===== config.mk =====
export PLATFORM = sky130hd
export DESIGN_NAME = booth_seq_mul
export DESIGN_NICKNAME = d
export VERILOG_FILES = /design/src/rtl/booth_seq_mul.sv
export SDC_FILE = /design/constraint.sdc
export NUM_CORES = 1
export LEC_CHECK = 0
export ABC_CLOCK_PERIOD_IN_PS = 4550
export BUFFER_PORTS_ARGS = -buffer_cell sky130_fd_sc_hd__buf_4
export CAP_MARGIN = 10
export CELL_PAD_IN_SITES_DETAIL_PLACEMENT = 0
export CELL_PAD_IN_SITES_GLOBAL_PLACEMENT = 1
export CORE_ASPECT_RATIO = 0.9
export CORE_UTILIZATION = 47
export CTS_BUF_LIST = sky130_fd_sc_hd__clkbuf_8
export DETAILED_ROUTE_END_ITERATION = 6
export HOLD_SLACK_MARGIN = 0.08
export PLACE_DENSITY_LB_ADDON = 0.1
export SLEW_MARGIN = 20
export SYNTH_ARGS = -nofsm -noshare
export SYNTH_HDL_FRONTEND = slang
export SYNTH_SLANG_ARGS = --single-unit
export TNS_END_PERCENT = 10

===== constraint.sdc =====
create_clock -name clk -period 4.55 [get_ports clk]
set_clock_uncertainty 0.2 [all_clocks]
set_input_delay 0.455 -clock clk [delete_from_list [all_inputs] [get_ports clk]]
set_output_delay 0.455 -clock clk [all_outputs]
set_load 0.01 [all_outputs]

===== src/rtl/booth_seq_mul.sv =====
// booth_seq_mul: sequential Booth multiplier with start/busy/done handshake.
//
// Operands are extended to WIDTH+2 bits (sign- or zero-extended according to
// is_signed) so a single two's-complement Booth datapath serves both modes.
// The product is truncated to 2*WIDTH bits, which is exact in both modes.
//
// Build option: define BOOTH_RADIX4_EN for radix-4 recoding, which takes
// WIDTH/2+1 iterations. By default, radix-2 recoding takes WIDTH+1 iterations.
// Ports, handshake and results are the same in both builds.
//
// Parameters:
//   WIDTH         operand width in bits (even, 4..32)
// Ports:
//   clk           rising-edge clock
//   rst           asynchronous active-high reset
//   start         request, sampled only in idle
//   is_signed     1 = two's-complement operands, 0 = unsigned; captured with start
//   multiplicand  operand A; captured with start
//   multiplier    operand B; captured with start
//   busy          high while calculating and during the done cycle
//   done          one-cycle completion pulse
//   result        2*WIDTH-bit product, held until the next completion
module booth_seq_mul #(
  parameter int unsigned WIDTH = 8
) (
  input  logic               clk,
  input  logic               rst,
  input  logic               start,
  input  logic               is_signed,
  input  logic [WIDTH-1:0]   multiplicand,
  input  logic [WIDTH-1:0]   multiplier,
  output logic               busy,
  output logic               done,
  output logic [2*WIDTH-1:0] result
);

  // Extended operand width, and the accumulator width. Two guard bits above the
  // extended operand keep the running sum (up to +/-2A in radix-4) from
  // overflowing before the arithmetic shift.
  localparam int unsigned XW = WIDTH + 2;
  localparam int unsigned HW = WIDTH + 4;

`ifdef BOOTH_RADIX4_EN
  localparam int unsigned Shift = 2;
  localparam int unsigned Iter  = WIDTH / 2 + 1;
`else
  localparam int unsigned Shift = 1;
  localparam int unsigned Iter  = WIDTH + 1;
`endif

  // The scanned multiplier bits leave the bottom of lo. After the last shift,
  // the product starts at bit Off of {hi, lo}. Bits below Off are unscanned
  // multiplier bits: bit 0 in radix-2, and none in radix-4.
  localparam int unsigned Off = XW - Iter * Shift;
  localparam int unsigned CW  = $clog2(Iter + 1);

  typedef enum logic [1:0] {
    StIdle,
    StCalc,
    StDone
  } state_e;

  state_e state_q, state_d;

  logic [XW-1:0]      mcand_q;
  logic [HW-1:0]      hi_q;
  logic [XW-1:0]      lo_q;
  logic               qm1_q;
  logic [CW-1:0]      cnt_q;
  logic [2*WIDTH-1:0] result_q;

  logic                      last_iter;
  logic [HW-1:0]             mcand_hw;
  logic [HW-1:0]             addend;
  logic [HW-1:0]             sum;
  logic signed [HW+XW-1:0]   comb_s;
  logic signed [HW+XW-1:0]   shifted;
  logic [2*WIDTH-1:0]        result_nxt;
  logic [XW-1:0]             mcand_ext;
  logic [XW-1:0]             mplier_ext;

  assign last_iter = (cnt_q == CW'(Iter - 1));

  // ---------------------------------------------------------------------------
  // FSM: state register
  // ---------------------------------------------------------------------------
  always_ff @(posedge clk or posedge rst) begin
    if (rst) begin
      state_q <= StIdle;
    end else begin
      state_q <= state_d;
    end
  end

  // ---------------------------------------------------------------------------
  // FSM: next state
  // ---------------------------------------------------------------------------
  always_comb begin
    state_d = state_q;
    unique case (state_q)
      StIdle:  if (start) state_d = StCalc;
      StCalc:  if (last_iter) state_d = StDone;
      StDone:  state_d = StIdle;
      default: state_d = StIdle;
    endcase
  end

  // ---------------------------------------------------------------------------
  // FSM: outputs
  // ---------------------------------------------------------------------------
  always_comb begin
    busy   = (state_q == StCalc) || (state_q == StDone);
    done   = (state_q == StDone);
    result = result_q;
  end

  // ---------------------------------------------------------------------------
  // Booth recoding and one shift-add step
  // ---------------------------------------------------------------------------
  always_comb begin
    mcand_ext  = is_signed ? {{2{multiplicand[WIDTH-1]}}, multiplicand}
                           : {2'b00, multiplicand};
    mplier_ext = is_signed ? {{2{multiplier[WIDTH-1]}}, multiplier}
                           : {2'b00, multiplier};
  end

  always_comb begin
    mcand_hw = {{(HW - XW){mcand_q[XW-1]}}, mcand_q};
    addend   = '0;
`ifdef BOOTH_RADIX4_EN
    case ({lo_q[1:0], qm1_q})
      3'b001, 3'b010: addend = mcand_hw;
      3'b011:         addend = {mcand_hw[HW-2:0], 1'b0};
      3'b100:         addend = -{mcand_hw[HW-2:0], 1'b0};
      3'b101, 3'b110: addend = -mcand_hw;
      default:        addend = '0;
    endcase
`else
    case ({lo_q[0], qm1_q})
      2'b01:   addend = mcand_hw;
      2'b10:   addend = -mcand_hw;
      default: addend = '0;
    endcase
`endif
    sum        = hi_q + addend;
    comb_s     = {sum, lo_q};
    shifted    = comb_s >>> Shift;
    result_nxt = shifted[Off +: 2*WIDTH];
  end

  // ---------------------------------------------------------------------------
  // Datapath registers
  // ---------------------------------------------------------------------------
  always_ff @(posedge clk or posedge rst) begin
    if (rst) begin
      mcand_q  <= '0;
      hi_q     <= '0;
      lo_q     <= '0;
      qm1_q    <= 1'b0;
      cnt_q    <= '0;
      result_q <= '0;
    end else begin
      unique case (state_q)
        StIdle: begin
          if (start) begin
            mcand_q <= mcand_ext;
            lo_q    <= mplier_ext;
            hi_q    <= '0;
            qm1_q   <= 1'b0;
            cnt_q   <= '0;
          end
        end
        StCalc: begin
          hi_q  <= shifted[HW+XW-1:XW];
          lo_q  <= shifted[XW-1:0];
          qm1_q <= lo_q[Shift-1];
          cnt_q <= cnt_q + 1'b1;
          if (last_iter) begin
            result_q <= result_nxt;
          end
        end
        default: ;
      endcase
    end
  end

endmodule


==> reports/metrics.cfg <==
[min_path]
worstHoldPathType=in -> async

[drt]
detail-route-antenna-nets=0
drc=0
via_per_inst=5.565
maxUsedRoutingLayer=met4
wl_met2_mm=2.525
firstDrtPassIters=4
detail_route.wl_per_cell_um=14.79
met1Wirelength_mm=3.101
finalWirelength_mm=5.917
vias=2226
met3_length_um=236
drtIter0Drc=113

[floorplanning]
die_w_um=85.55
die_area_um2=6604
pin_count=38
core-area_um2=6081
start_util=0.4856
fp.dieH_um=77.20
rows=27

[timing]
hold_violations=0
holdWs_ns=0.1287
max_clock_freq_ghz=0.2685
slew_violations=0
slew_headroom=0.5034
finalSetupViolations=0
fin_crit_sh=0.8185
rsz0062_at_grt=no
setup_tns_ns=0
period_needed_ns=3.724
worst_slew_pin_slew_ns=0.7449

[global_routing]
antenna_found_initial=0
overflow=0
grt_usage=0.2003
grt_max_degree=54
grt_pass1_vias=2084
grt_pass1_wl_mm=10.38

[synthesis]
ys_types=45
synthCells=296
avgSynthCellArea_um2=9.976
synth_edf_count=0
syn_nets=336
async_flop_share=1.000
yosysWarnings=0
synth-seq-cells=53
ys_seq_area_frac=0.4492
synth_area_um2=2953
synthFlopType=dfrtp_1

[pwr]
p_leak_nw=1.608
swShare=0.4123
clkPwrFrac=0.137
pwr-share-comb=0.461
p_total_mw=1.853
max-vdd-ir-drop_mv=0.2157
internal-power_mw=1.089
power_density_nw_per_um2=550.9
seq_power_share=0.402
p_sw_mw=0.7639

[critical_path]
r2r-end=hi_q[10]
r2r_start=mcand_q[0]
critPathLaunchType=register
critical_path_class=reg -> reg
rrSetupSlack_ns=0.83
cp_data_arrival_time_ns=3.72
required_ns=4.54
critPathMaxFanout=5
endpoint_kind=register
reg2reg_depth=13

[final_layout]
num_antenna_cells=0
mostFrequentLayoutCells=53 x dfrtp_1, 39 x nand2_1, 39 x buf_4
area_delta_synth_final_pct=13.90
fin_util=0.5531
n_fill_cell=545
final_common_cell=dfrtp_1
finalNetCount=369
drive_above_1_share=0.2256

[clock_tree]
cts_post_setup_buffers_inserted=0
h-tree-depth=2
clk_latency_ns=0.31
cts_tree=done
cts_buffer_depth=2
clock_sinks=53
clockRootBuffer=clkbuf_8
cts.repair.resized=0
cts.clk_slew.worst_paths_ns=0.10
cts_inserted_buffers=5
hold_buffers=0

[place]
place_congestion=0.8023
port_buffers=37
hpwl_mm=4.249

[run]
drv_cap=0

[outcome]
status=finished, final reports clean

-- through the flow --
step	area (um^2)	std cells	setup slack, ns
after global placement	3289	394	0.9000
after floorplan	2953	296	0.9922
after global routing	3363	400	0.5799
after CTS	3363	400	0.8155
final	3363	400	0.8259
after detailed placement	3289	394	0.8327
-- worst max-delay path by stage --
stage                     from  endpoint  cells after the start
CTS                 mcand_q[1]  hi_q[10]                     11
global placement    mcand_q[1]  hi_q[10]                     11
global route        mcand_q[0]  hi_q[10]                     13
floorplan           mcand_q[1]  hi_q[10]                     11
finish              mcand_q[0]  hi_q[10]                     13
detailed placement  mcand_q[1]  hi_q[10]                     11
-- layer usage --
metal / vias up / track usage
met3: 6 / 0.04090
li1: 1114 / -
met4: 0 / 0.05000
met5: - / 0
met2: 41 / 0.2952
met1: 1065 / 0.2992
-- synth_stat cells, types with 4 or more instances --
library cell / n / share of area
ha_1: 19 / 0.081
dfrtp_1: 53 / 0.45
a21oi_1: 11 / 0.019
clkbuf_1: 11 / 0.014
inv_1: 13 / 0.017
nor2_1: 15 / 0.019
a22o_1: 4 / 0.012
o21ai_0: 37 / 0.063
a22oi_1: 5 / 0.013
xnor2_1: 10 / 0.030
mux2_2: 18 / 0.069
nand2_1: 39 / 0.050
mux2i_1: 8 / 0.027
-- power groups by stage --
stage	combinational [mW]	clock [mW]	sequential, mW
floorplan	0.672	0	0.713
detailed placement	0.858	0	0.751
global route	0.972	0.283	0.770
CTS	0.862	0.263	0.744
global placement	0.852	0	0.746
finish	0.853	0.254	0.745
-- layout make-up --
class / instances / area, um^2 / share of cell area
Inverter: 13 / 48.80 / 0.01451
Clock buffer: 5 / 68.82 / 0.02046
Clock inverter: 1 / 5.005 / 0.001488
Sequential cell: 53 / 1326 / 0.3943
Multi-Input combinational cell: 217 / 1531 / 0.4554
Timing Repair Buffer: 39 / 292.8 / 0.08705
Tap cell: 72 / 90.09 / 0.02679
-- critical path, stage by stage, from the launching register on --
cell	delay [ns]
dfrtp_1	0.42
inv_1	0.09
ha_1	0.17
nor3b_1	0.43
nand2_1	0.13
xor2_1	0.16
a22oi_1	0.14
nor2_1	0.06
ha_1	0.36
a21o_2	0.25
o2111a_1	0.24
or4_4	0.48
and2_0	0.17
a221o_1	0.31
-- flip-flops by register name, summed over array words and instances (netlist names) --
register  cells
mcand_q       9
lo_q         10
qm1_q         1
hi_q         11
state_q       2
cnt_q         4
result       16
-- logic make-up after synthesis --
kind of cell / after synthesis / share of synthesized area
muxes: 26 / 0.09576
xor gates and xnor gates: 13 / 0.03856
DFF: 53 / 0.4492
AOI/OAI and AO/OA: 80 / 0.1699
adders and majority gates: 20 / 0.08729
buffers and inverters: 26 / 0.03347
and+or+nand+nor: 78 / 0.1258
No activity file was read; power rests on OpenSTA's default activity.
